[config.mk]
export PLATFORM = sky130hd
export DESIGN_NAME = fpga_status_led_ctrl
export DESIGN_NICKNAME = d
export VERILOG_FILES = /design/src/rtl/fpga_status_pkg.sv /design/src/rtl/led_pulse_stretch.sv /design/src/rtl/fpga_status_led_ctrl.sv
export SDC_FILE = /design/constraint.sdc
export NUM_CORES = 1
export LEC_CHECK = 0
export BUFFER_PORTS_ARGS = -buffer_cell sky130_fd_sc_hd__buf_2
export CAP_MARGIN = 20
export CORE_ASPECT_RATIO = 0.6
export CORE_UTILIZATION = 65
export DETAILED_ROUTE_END_ITERATION = 10
export GPL_TIMING_DRIVEN = 1
export PLACE_DENSITY_LB_ADDON = 0.05
export SYNTH_ARGS = -nofsm -noshare
export SYNTH_HDL_FRONTEND = slang
export SYNTH_SLANG_ARGS = --single-unit
[constraint.sdc]
create_clock -name clk_i -period 5.05 [get_ports clk_i]
set_input_delay 0.505 -clock clk_i [delete_from_list [all_inputs] [get_ports clk_i]]
set_output_delay 0.505 -clock clk_i [all_outputs]
set_load 0.02 [all_outputs]
[src/rtl/fpga_status_pkg.sv]
// Shared types and helpers for the status LED controller: LED channel modes,
// the exit-capture FSM states and small per-channel decode functions.
package fpga_status_pkg;

   localparam int unsigned MODE_W    = 2;
   localparam int unsigned DIV_SEL_W = 5;

   typedef enum logic [1:0] {
      OFF   = 2'd0,
      ON    = 2'd1,
      BLINK = 2'd2,
      EVENT = 2'd3
   } led_mode_e;

   typedef enum logic [1:0] {
      RUN       = 2'd0,
      EXIT_PASS = 2'd1,
      EXIT_FAIL = 2'd2
   } exit_state_e;

   // Out-of-range selects fall back to the slowest prescaler bit.
   function automatic logic [DIV_SEL_W-1:0] clamp_div_sel(
      input logic [DIV_SEL_W-1:0] sel,
      input int unsigned          cnt_width
   );
      if (32'(sel) >= cnt_width) begin
         return DIV_SEL_W'(cnt_width - 1);
      end
      return sel;
   endfunction

   function automatic logic led_mode_value(
      input led_mode_e mode,
      input logic      blink_bit,
      input logic      stretch_on
   );
      logic val;
      val = 1'b0;
      case (mode)
         OFF:     val = 1'b0;
         ON:      val = 1'b1;
         BLINK:   val = blink_bit;
         EVENT:   val = stretch_on;
         default: val = 1'b0;
      endcase
      return val;
   endfunction

endpackage

[src/rtl/led_pulse_stretch.sv]
// Stretches a single-cycle event strobe into a pulse of STRETCH_CYCLES cycles;
// a new strobe while the pulse is running restarts it.
module led_pulse_stretch #(
   parameter int STRETCH_CYCLES = 1000000
) (
   input  logic clk_i,
   input  logic rst_i,
   input  logic event_i,
   output logic active_o
);

   localparam int CW = $clog2(STRETCH_CYCLES + 1);

   logic [CW-1:0] cnt_q;
   logic [CW-1:0] cnt_d;

   // The strobe cycle itself is the first lit cycle, hence the load of N-1.
   always_comb begin
      cnt_d = cnt_q;
      if (event_i) begin
         cnt_d = CW'(STRETCH_CYCLES - 1);
      end else if (cnt_q != '0) begin
         cnt_d = cnt_q - CW'(1);
      end
   end

   always_ff @(posedge clk_i) begin
      if (rst_i) begin
         cnt_q <= '0;
      end else begin
         cnt_q <= cnt_d;
      end
   end

   assign active_o = event_i | (cnt_q != '0);

endmodule

[src/rtl/fpga_status_led_ctrl.sv]
// Board status LED controller: per-channel OFF/ON/BLINK/EVENT drive, a
// free-running heartbeat prescaler and a sticky program-exit indicator.
module fpga_status_led_ctrl
   import fpga_status_pkg::*;
#(
   parameter int NUM_LED        = 4,
   parameter int CNT_WIDTH      = 27,
   parameter int STRETCH_CYCLES = 1000000,
   parameter int FAIL_BLINK_BIT = CNT_WIDTH - 4
) (
   input  logic                           clk_i,
   input  logic                           rst_i,
   input  logic [MODE_W*NUM_LED-1:0]      mode_i,
   input  logic [DIV_SEL_W*NUM_LED-1:0]   div_sel_i,
   input  logic [NUM_LED-1:0]             event_i,
   input  logic                           exit_valid_i,
   input  logic                           exit_value_i,
   output logic [NUM_LED-1:0]             led_o,
   output logic                           heartbeat_o,
   output logic                           exit_latched_o,
   output logic                           exit_pass_o
);

   logic [CNT_WIDTH-1:0] cnt_q;
   logic [CNT_WIDTH-1:0] cnt_d;
   exit_state_e          state_q;
   exit_state_e          state_d;
   logic [NUM_LED-1:0]   led_q;
   logic [NUM_LED-1:0]   led_d;
   logic [NUM_LED-1:0]   chan_led;
   logic [NUM_LED-1:0]   stretch_on;

   always_comb begin
      cnt_d = cnt_q + CNT_WIDTH'(1);
   end

   for (genvar gi = 0; gi < NUM_LED; gi++) begin : g_chan
      led_mode_e            mode;
      logic [DIV_SEL_W-1:0] sel;
      logic                 blink;

      assign mode  = led_mode_e'(mode_i[MODE_W*gi +: MODE_W]);
      assign sel   = clamp_div_sel(div_sel_i[DIV_SEL_W*gi +: DIV_SEL_W], CNT_WIDTH);
      // Sampling the next prescaler value keeps the registered LED in phase
      // with the prescaler bit it follows.
      assign blink = |(cnt_d & (CNT_WIDTH'(1) << sel));

      led_pulse_stretch #(
         .STRETCH_CYCLES(STRETCH_CYCLES)
      ) u_stretch (
         .clk_i    (clk_i),
         .rst_i    (rst_i),
         .event_i  (event_i[gi]),
         .active_o (stretch_on[gi])
      );

      assign chan_led[gi] = led_mode_value(mode, blink, stretch_on[gi]);
   end

   always_comb begin
      state_d = state_q;
      if ((state_q == RUN) && exit_valid_i) begin
         state_d = exit_value_i ? EXIT_FAIL : EXIT_PASS;
      end
   end

   always_comb begin
      led_d = chan_led;
      case (state_d)
         EXIT_PASS: led_d = '1;
         EXIT_FAIL: led_d = {NUM_LED{cnt_d[FAIL_BLINK_BIT]}};
         default:   led_d = chan_led;
      endcase
   end

   always_ff @(posedge clk_i) begin
      if (rst_i) begin
         cnt_q   <= '0;
         state_q <= RUN;
         led_q   <= '0;
      end else begin
         cnt_q   <= cnt_d;
         state_q <= state_d;
         led_q   <= led_d;
      end
   end

   assign led_o          = led_q;
   assign heartbeat_o    = cnt_q[CNT_WIDTH-1];
   assign exit_latched_o = (state_q == EXIT_PASS) || (state_q == EXIT_FAIL);
   assign exit_pass_o    = (state_q == EXIT_PASS);

endmodule

==> flow_metrics.tcl <==
set metrics [dict create \
    multi_input_area_um2 4200 \
    setup_tns_ps 0 \
    hold_viol 0 \
    ctsLongestPathBuffers 2 \
    synthFlopType "dfxtp_1" \
    fin_worst_skew_ps 5.48 \
    layout_commonest_cell "nor2_1" \
    pwr-share-seq_pct 40.4 \
    grt_remaining_overflow 0 \
    synth_area_um2 6760 \
    setup.worst_path.start_class "flop" \
    status "finished, final reports clean" \
    die_area_um2 10800 \
    fin_nets 915 \
    syn_nets 899 \
    synth.distinct_cells 74 \
    wl_met1_um 8620 \
    cts_max_level 4 \
    synth-edff-count 0 \
    grt_pass1_vias 5953 \
    synth_area_leaders "dfxtp_1 (33%), xnor2_1 (6.7%), nor2_1 (6.6%)" \
    setup_viol 0 \
    insertedDiodeCount 0 \
    fmax_ghz 0.285 \
    synth.top_cell.area_share_pct 33.5 \
    drt-initial-drc-count 865 \
    powerDensity_nw_per_um2 324 \
    critPathMaxFanout 12 \
    yosysTopAreaCell "dfxtp_1" \
    slew_headroom_pct 30.8 \
    worstPathRequired_ps 5330 \
    num_vias 6646 \
    post_route_cells_drive_above_1_share_pct 11.3 \
    port_buffers 42 \
    post-route-min-period_ps 3510 \
    rsz0062_at_grt "false" \
    placedCellCount 986 \
    ant_nets 0 \
    clk_latency_ps 410 \
    met2_wirelength_um 8010 \
    dp_hpwl_um 14200 \
    final_cell_mix "nor2_1 (118), dfxtp_1 (113), nand2_1 (62), a21oi_1 (62), xnor2_1 (52)" \
    worstSetupPathType "flop to flop" \
    final_max_slew_viol_count 0 \
    cts-root-buf "clkbuf_16" \
    yosysSeqAreaShare_pct 33.5 \
    p_leak_nw 2.80 \
    boundaryPins 43 \
    async_flop_share_pct 0 \
    hp-class "input pin to flop" \
    instances_no_fill 1018 \
    ir_drop_mv 0.262 \
    cp_data_arrival_time_ps 3790 \
    cts-resized-gates 0 \
    syn_avg_cell_area_um2 7.91 \
    first_pass_iters 5 \
    grt.total_usage_pct 36.9 \
    antenna_found_initial 0 \
    cts_buffers 17 \
    tightestPinTransition_ps 1030 \
    ys_warn_count 0 \
    die_h_um 81.0 \
    drc 0 \
    post-route-period-util_pct 69.5 \
    comb_power_share_pct 13.4 \
    switching_share_pct 28.1 \
    maxCapViolations 0 \
    row_count 28 \
    hold_buffers 0 \
    top_layer_used "met4" \
    p_int_mw 1.75 \
    fp.dieW_um 134 \
    initial_utilization_pct 67.7 \
    wl_met3_um 2490 \
    grt_max_degree 81 \
    gp_congestion 1.07 \
    cts_tree "built" \
    area_growth_pct 11.2 \
    register_area_um2 2260 \
    vias_per_cell 6.53 \
    numClockSinks 113 \
    syn_inst 854 \
    wire_per_inst_um 19.2 \
    grt_pass1_wl_um 30600 \
    cts.clk_slew.worst_paths_ps 60 \
    core_area_um2 9980 \
    p_sw_uw 685 \
    power_frac_clock_pct 46.3 \
    wl_um 19500 \
    ys_seq_elements 113 \
    nFillCells 728 \
    postCtsSetupBuffers 0 \
    setup.worst_path.end_class "flop" \
]
-- layout make-up --
type	count	share of cell area (%)
multi-input combinational	666	55.9
sequential	113	30.1
clock buffer	19	5.89
timing repair buffer	44	3.00
tap	135	2.25
clock inverter	13	1.51
inverter	28	1.40
-- worst paths after layout --
| path | slack (ps) | startpoint | end | cells past startpoint |
|---|---|---|---|---|
| min reg2reg | 490 | g_chan[1].u_stretch.cnt_q[11]$_SDFFE_PP0P_ | g_chan[1].u_stretch.cnt_q[11]$_SDFFE_PP0P_ | 2 |
| max reg2reg | 1540 | cnt_q[5]$_SDFF_PP0_ | led_o[2]$_SDFF_PP0_ | 8 |
| max | 1540 | cnt_q[5]$_SDFF_PP0_ | led_o[2]$_SDFF_PP0_ | 8 |
| min | 370 | event_i[1] | g_chan[1].u_stretch.cnt_q[1]$_SDFFE_PP0P_ | 3 |
-- metal layers --
layer  vias up  global-route usage [%]
met5         -                       0
met4         0                    12.5
met3        53                    14.1
met2       390                    52.5
met1      3087                    50.8
li1       3116                       -
-- critical path, cell delays in order, from the launching register on --
cell     delay, ps
dfxtp_1        490
nand2_1        300
nor4_2         960
nand3_1        190
xor2_1         430
o22ai_1        260
a31oi_1        270
o31ai_1        110
o41a_1         360
-- flip-flops by register name, indices dropped and copies added, names as in the netlist --
register and flops:
cnt_q 27, g_chan.u_stretch.cnt_q 80, led_o 4, state_q 2
-- cell families (layout without fill, tap and decap cells) --
kind of cell	after synthesis	in the layout	synth area share [%]
AOI/OAI and AO/OA	162	162	15.6
xor gates and xnor gates	87	87	11.3
adders and majority gates	9	9	1.67
buffers and inverters	75	104	4.41
DFF	113	113	33.5
muxes	18	18	3.15
and+or+nand+nor	390	390	30.4
-- cells in the mapped netlist, types with 11 or more instances --
library cell,instances
nand3_1,30
nor3_1,32
dfxtp_1,113
a21oi_1,62
nand2_1,62
nor4_1,21
nor2b_1,19
xnor2_1,52
nor2_1,118
a31oi_1,17
inv_1,24
nand4_1,19
o21ai_0,15
nand3b_1,11
xor2_1,35
clkbuf_1,33
-- power by group through the flow --
| stage | clock network, mW | logic (mW) | registers [mW] |
|---|---|---|---|
| 2_1_floorplan | 0 | 0.228 | 0.993 |
| 6_report | 1.13 | 0.325 | 0.984 |
| 3_5_place_dp | 0 | 0.312 | 1.00 |
| 5_1_grt | 1.17 | 0.355 | 0.988 |
| 3_3_place_gp | 0 | 0.299 | 0.995 |
| 4_1_cts | 1.13 | 0.317 | 0.982 |
-- per-stage QoR --
step	setup WS [ps]	total power, mW	util, %	area (um2)	hold WS, ps
6_report	1540	2.44	75.3	7520	367
5_1_grt	1270	2.51	75.3	7520	371
4_1_cts	1620	2.43	75.3	7520	350
3_5_place_dp	1680	1.31	69.7	6960	482
3_3_place_gp	1820	1.29	69.7	6960	452
2_1_floorplan	2130	1.22	-	6760	443
Power figures use the tool's default switching activity.
